===== config.mk =====
export PLATFORM = sky130hd
export DESIGN_NAME = hazard_flush_ctrl
export DESIGN_NICKNAME = d
export VERILOG_FILES = /design/src/rtl/hazard_pkg.sv /design/src/rtl/hazard_detect.sv /design/src/rtl/hazard_flush_ctrl.sv
export SDC_FILE = /design/constraint.sdc
export NUM_CORES = 1
export LEC_CHECK = 0
export ABC_AREA = 1
export CORE_AREA = 8 8 61 48
export DETAILED_ROUTE_END_ITERATION = 7
export DIE_AREA = 0 0 69 56
export PLACE_DENSITY = 0.73
export SLEW_MARGIN = 30
export SYNTH_ARGS = -nofsm -noshare
export SYNTH_HDL_FRONTEND = slang
export SYNTH_SLANG_ARGS = --single-unit

===== constraint.sdc =====
create_clock -name clk -period 0.99 [get_ports clk]
set_clock_uncertainty 0.05 [all_clocks]
set_input_delay 0.1485 -clock clk [delete_from_list [all_inputs] [get_ports clk]]
set_output_delay 0.1485 -clock clk [all_outputs]
set_load 0.005 [all_outputs]

===== src/rtl/hazard_pkg.sv =====
// rtl/hazard_pkg.sv - shared types and constants for the ID->EX hazard/flush controller
package hazard_pkg;

  typedef enum logic [1:0] {
    RUN   = 2'd0,
    STALL = 2'd1,
    FLUSH = 2'd2
  } haz_state_e;

  // Bit positions inside the packed decoder control bundle
  localparam int CTRL_REGDST   = 8;
  localparam int CTRL_ALUSRC   = 7;
  localparam int CTRL_MEMTOREG = 6;
  localparam int CTRL_REGWRITE = 5;
  localparam int CTRL_MEMREAD  = 4;
  localparam int CTRL_MEMWRITE = 3;
  localparam int CTRL_BRANCH   = 2;
  localparam int CTRL_ALUOP_HI = 1;
  localparam int CTRL_ALUOP_LO = 0;

  // Counter width able to hold max(a,b)-1 with one bit of headroom
  function automatic int haz_cnt_w(input int a, input int b);
    int m;
    m = (a > b) ? a : b;
    return $clog2(m) + 1;
  endfunction

endpackage


===== src/rtl/hazard_detect.sv =====
// rtl/hazard_detect.sv - combinational load-use hazard compare between ID and EX stages
module hazard_detect #(
  parameter int REG_AW = 5
) (
  input  logic [REG_AW-1:0] id_rs,
  input  logic [REG_AW-1:0] id_rt,
  input  logic              id_uses_rt,
  input  logic              ex_memread,
  input  logic [REG_AW-1:0] ex_rt,
  output logic              hazard
);

  // A load into r0 never creates a dependency; rt only matters when ID reads it
  always_comb begin
    hazard = ex_memread & (ex_rt != '0) &
             ((ex_rt == id_rs) | (id_uses_rt & (ex_rt == id_rt)));
  end

endmodule


===== src/rtl/hazard_flush_ctrl.sv =====
// rtl/hazard_flush_ctrl.sv - ID/EX control register with branch squash and load-use stall FSM (optional HAZ_PERF_CNT_EN perf counters)
module hazard_flush_ctrl
  import hazard_pkg::*;
#(
  parameter int CTRL_W      = 9,
  parameter int REG_AW      = 5,
  parameter int FLUSH_DEPTH = 1,
  parameter int LOAD_STALL  = 1
) (
  input  logic              clk,
  input  logic              rst,
  input  logic [CTRL_W-1:0] id_ctrl,
  input  logic [REG_AW-1:0] id_rs,
  input  logic [REG_AW-1:0] id_rt,
  input  logic              id_uses_rt,
  input  logic              ex_memread,
  input  logic [REG_AW-1:0] ex_rt,
  input  logic              branch_taken,
  output logic [CTRL_W-1:0] ex_ctrl,
  output logic              pc_write,
  output logic              ifid_write,
  output logic              ifid_flush,
  output logic              busy
`ifdef HAZ_PERF_CNT_EN
  ,
  output logic [31:0]       stall_cycles,
  output logic [31:0]       flush_cycles
`endif
);

  localparam int CNT_W = haz_cnt_w(FLUSH_DEPTH, LOAD_STALL);
  localparam logic [CNT_W-1:0] FLUSH_LOAD = CNT_W'(FLUSH_DEPTH - 1);
  localparam logic [CNT_W-1:0] STALL_LOAD = CNT_W'(LOAD_STALL - 1);
  localparam logic [CNT_W-1:0] CNT_ONE    = CNT_W'(1);

  haz_state_e       state;
  logic [CNT_W-1:0] cnt;
  logic             hazard;
  logic             squash;
  logic             stall;

  hazard_detect #(
    .REG_AW(REG_AW)
  ) u_detect (
    .id_rs      (id_rs),
    .id_rt      (id_rt),
    .id_uses_rt (id_uses_rt),
    .ex_memread (ex_memread),
    .ex_rt      (ex_rt),
    .hazard     (hazard)
  );

  // Squash beats stall; hazard is only looked at from RUN
  always_comb begin
    squash = branch_taken | (state == FLUSH);
    stall  = ~squash & ((hazard & (state == RUN)) | (state == STALL));
  end

  // Pipeline enables; reset forces a frozen, flushed front end
  always_comb begin
    ifid_flush = rst | squash;
    pc_write   = ~rst & ~stall;
    ifid_write = ~rst & ~stall;
    busy       = ~rst & (state != RUN);
  end

  // FSM, down-counter and the ID/EX control register (bubble on squash or stall)
  always_ff @(posedge clk) begin
    if (rst) begin
      state   <= RUN;
      cnt     <= '0;
      ex_ctrl <= '0;
    end else begin
      ex_ctrl <= (squash | stall) ? '0 : id_ctrl;
      if (branch_taken) begin
        cnt   <= FLUSH_LOAD;
        state <= (FLUSH_LOAD != '0) ? FLUSH : RUN;
      end else begin
        case (state)
          RUN: begin
            if (hazard) begin
              cnt   <= STALL_LOAD;
              state <= (STALL_LOAD != '0) ? STALL : RUN;
            end
          end
          STALL, FLUSH: begin
            // The cycle that sees cnt==1 is the last one spent in this state
            if (cnt <= CNT_ONE) begin
              cnt   <= '0;
              state <= RUN;
            end else begin
              cnt <= cnt - CNT_ONE;
            end
          end
          default: begin
            cnt   <= '0;
            state <= RUN;
          end
        endcase
      end
    end
  end

`ifdef HAZ_PERF_CNT_EN
  // Saturating counts of stalled and squashed cycles
  always_ff @(posedge clk) begin
    if (rst) begin
      stall_cycles <= '0;
      flush_cycles <= '0;
    end else begin
      if (stall && (stall_cycles != 32'hFFFF_FFFF)) stall_cycles <= stall_cycles + 32'd1;
      if (squash && (flush_cycles != 32'hFFFF_FFFF)) flush_cycles <= flush_cycles + 32'd1;
    end
  end
`endif

endmodule

==> results <==
==> cells in the final DEF (no fill, tap or decap) <==
| cell | netlist | final |
|---|---|---|
| sky130_fd_sc_hd__inv_2 | 1 | 4 |
| sky130_fd_sc_hd__buf_8 | 0 | 3 |
| sky130_fd_sc_hd__nor2_2 | 0 | 6 |
| sky130_fd_sc_hd__nand2_2 | 1 | 12 |
| sky130_fd_sc_hd__nand3_1 | 4 | 1 |
| sky130_fd_sc_hd__dlygate4sd2_1 | 0 | 3 |
| sky130_fd_sc_hd__nand3_2 | 0 | 3 |
| sky130_fd_sc_hd__nor2_1 | 19 | 8 |
| sky130_fd_sc_hd__dfxtp_2 | 0 | 2 |
| sky130_fd_sc_hd__nor2_4 | 0 | 5 |
| sky130_fd_sc_hd__buf_12 | 0 | 1 |
| sky130_fd_sc_hd__o21ai_1 | 0 | 1 |
| sky130_fd_sc_hd__inv_4 | 0 | 4 |
| sky130_fd_sc_hd__nand2_4 | 1 | 3 |
| sky130_fd_sc_hd__inv_1 | 26 | 19 |
| sky130_fd_sc_hd__xnor2_1 | 1 | 1 |
| sky130_fd_sc_hd__buf_4 | 2 | 9 |
| sky130_fd_sc_hd__clkdlybuf4s15_1 | 0 | 1 |
| sky130_fd_sc_hd__clkbuf_1 | 0 | 1 |
| sky130_fd_sc_hd__dfxtp_1 | 9 | 7 |
| sky130_fd_sc_hd__clkdlybuf4s50_1 | 0 | 9 |
| sky130_fd_sc_hd__clkbuf_2 | 0 | 6 |
| sky130_fd_sc_hd__buf_6 | 0 | 10 |
| sky130_fd_sc_hd__conb_1 | 1 | 1 |
| sky130_fd_sc_hd__buf_2 | 0 | 7 |
| sky130_fd_sc_hd__nand2_1 | 26 | 14 |
| sky130_fd_sc_hd__clkbuf_4 | 0 | 3 |
==> metrics by stage <==
stage	total power, mW	instances	util [%]	hold slack [ps]	instance area, µm²
finish	1.02	168	56.3	356	1120
global route	1.09	168	56.3	343	1120
CTS	0.960	166	51.3	348	1020
detailed placement	0.663	156	47.6	626	951
global placement	0.658	156	47.6	626	951
floorplan	0.482	92	-	211	520
==> repair_timing <==
action | in CTS | in global routing
buffers inserted | 5 | 2
pin swaps | 25 | 28
gates cloned | 1 | 0
hold buffers | 0 | 0
setup endpoints to repair | 21 | 21
gates resized for setup | 123 | 52
==> worst max-delay path by stage <==
stage | from | to | slack [ps] | cells past startpoint
2_1_floorplan | ex_rt[0] | pc_write | 2 | 10
3_3_place_gp | ex_rt[0] | ifid_write | -970 | 11
3_5_place_dp | ex_rt[0] | pc_write | -1000 | 11
4_1_cts | id_rt[2] | pc_write | -170 | 10
5_1_grt | ex_rt[2] | pc_write | -260 | 11
6_report | ex_rt[3] | pc_write | -150 | 11
==> worst max-delay path: stages <==
cell                      delay, ps
sky130_fd_sc_hd__buf_8           90
sky130_fd_sc_hd__inv_4           40
sky130_fd_sc_hd__nand2_2         50
sky130_fd_sc_hd__nand2_2         40
sky130_fd_sc_hd__nor2_2         110
sky130_fd_sc_hd__nand3_2         80
sky130_fd_sc_hd__nand2_2        100
sky130_fd_sc_hd__nand3_2         70
sky130_fd_sc_hd__nand2_2         60
sky130_fd_sc_hd__inv_2           40
sky130_fd_sc_hd__buf_6          110
==> metal layers <==
| metal | share of wire (%) | global-route usage (%) | wire length (µm) |
|---|---|---|---|
| met1 | 33 | 7.91 | 655 |
| met2 | 64 | 19.8 | 1260 |
| met3 | 2.3 | 2.85 | 45 |
| met4 | 0.36 | 2.62 | 7 |
| met5 | 0 | 0 | 0 |
==> final cells by class <==
class	count	area share [%]
Clock buffer	4	2.34
Inverter	27	9.90
Multi-Input combinational cell	55	30.0
Sequential cell	9	16.2
Tap cell	24	2.67
Timing Repair Buffer	49	38.8
==> cells in the mapped netlist <==
| cell type | number | area [µm²] |
|---|---|---|
| sky130_fd_sc_hd__xnor2_1 | 1 | 8.76 |
| sky130_fd_sc_hd__nor2_1 | 19 | 71.3 |
| sky130_fd_sc_hd__inv_1 | 26 | 97.6 |
| sky130_fd_sc_hd__conb_1 | 1 | 3.75 |
| sky130_fd_sc_hd__dfxtp_1 | 9 | 180 |
| sky130_fd_sc_hd__nand2_1 | 26 | 97.6 |
| sky130_fd_sc_hd__buf_4 | 2 | 15.0 |
| sky130_fd_sc_hd__nand3_1 | 4 | 20.0 |
| sky130_fd_sc_hd__nand2_4 | 1 | 11.3 |
| sky130_fd_sc_hd__o21ai_0 | 1 | 5.00 |
| sky130_fd_sc_hd__nand2_2 | 1 | 6.26 |
| sky130_fd_sc_hd__inv_2 | 1 | 3.75 |
==> power breakdown <==
group	total, mW	internal (mW)	switching [mW]
logic	0.350	0.199	0.151
registers	0.383	0.378	0.00423
clock network	0.284	0.155	0.128
==> kinds of logic after synthesis <==
kind of cell / after synthesis
buffers and inverters: 29
xor gates and xnor gates: 1
and+or+nand+nor: 51
AOI/OAI and AO/OA: 1
other: 1
DFF: 9
==> summary by stage <==
Status
The flow ran to the end, but the final reports show violations. The final reports fail on setup timing.

STA
The final-layout setup total negative slack is -1100 ps. The number of setup violations in the final report is 11. In the post-route analysis, the smallest setup slack over all paths is -154 ps. The number of hold-slack violations in the final timing report is 0. Setup repair after global routing could not meet its margin everywhere.

The time the final worst path needs with I/O delays and setup is 1140 ps. Static timing analysis puts the maximum clock frequency at 874 MHz. The final-report max-slew violation count is 0. Of the available clock period, the critical path in the final layout requires 116%.

GRT
The total track usage is 9.31%. The initial antenna violation count is 0. The total grt overflow is 0. The first global-routing pass estimated 2.95 mm of wire.

The number of global-route vias before repair is 653. Entering global routing, the biggest net connects 6 pins.

Synthesis
By area, the combinational part of the netlist is dominated by simple AND/OR/NAND/NOR gates. The flip-flop and latch count after synthesis is 9. After synthesis, flip-flops and latches occupy 34.6% of the total area.

The fraction of synthesized area in multiplexers is 0%. The number of distinct library cells after synthesis is 12. The synthesized area is 520 µm². The total number of yosys warnings is 0. The post-synthesis average cell area is 5.66 µm². The xor and xnor area share after synthesis is 1.68%. The simple-gate area share of the yosys netlist is 39.7%. Counting every net in the synthesized netlist gives 121.

The compound-gate portion of the synthesized area is 0.962%. The adder-cell share of the synthesized area is 0%. After technology mapping, the gate count stands at 92.

Route
For this block, the routed nets add up to 1.97 mm of wire. The routed layout has 681 vias. In the routed layout, each cell is associated on average with a via count of 4.05.

After detailed routing, the average wire length per cell comes to 11.7 µm. The first TritonRoute pass finished after 4 iterations. In this run the remaining antenna-violating nets after routing total 0. The count of unresolved DRC violations after routing is 0. The first routing iteration left 24 violations.

CTS
In this run the number of H-tree levels came out at 1. After clock tree synthesis, the clock-pin slew on the worst setup and hold paths is 60 ps. Counting every sink on the clock net gives 9. The CTS tree is done.

TritonCTS created 3 clock buffers. The cell sitting at the root of the clock tree is a sky130_fd_sc_hd__clkbuf_4. The longest clock path from root to sink contains 2 buffers.

Floorplanning
The die covers 3860 µm². The effective utilization at floorplan is 26.1%. In this run the count of I/O pins placed on the die edge is 42. The core region is 2000 µm². The number of rows in the core area is 14. The die outline width is 69 µm. The die is 56 µm tall.

Worst hold path
In this run the most critical hold path is launched from id_ctrl[0]. The end of the worst hold path is ex_ctrl[0]$_SDFF_PP0_. The tightest min-delay check is of the primary input to flop type. The number of cells on the worst hold path is 3.

Final layout
The flip-flop count of the largest register, all copies and words added is 9. The layout-stage area growth over the synthesis result is 116%. The number of antenna diodes in the final layout is 0. The number of nets in the layout is 174. Summing all multi-input logic gate instances after layout gives 338 µm². The register with the most flip-flops in the final layout is ex_ctrl. After filler insertion, the fill cell instance count of the layout stands at 184. The largest registers in the layout are ex_ctrl x9. The post-route netlist has 54.2% of its cells at a drive strength greater than 1.

The register area is 183 µm².

Critical path
At the worst endpoint, the arrival time is 950 ps. The required time at the worst-slack endpoint is 790 ps. The startpoint type of the worst setup path is a primary input. The critical path is of the primary input to output pin type.

The worst setup path is captured at an output pin. Of all nets on the critical path, the largest fanout is 4.

Placement
The congestion estimate from routability-driven global placement came to 0.727. The pre-CTS setup slack is -1000 ps. The quantity of I/O buffers inserted on ports is 40. The wire-length estimate of the detail-placed layout is 1.45 mm.

Pwr
The static leakage power is 0.627 nW. Across the VDD grid, the largest voltage drop is 705 µV. Power spread over the standard cell area amounts to 904 nW/µm².

Flow run
The number of maximum-capacitance violations is 0.
No activity file was read; power rests on OpenSTA's default activity.
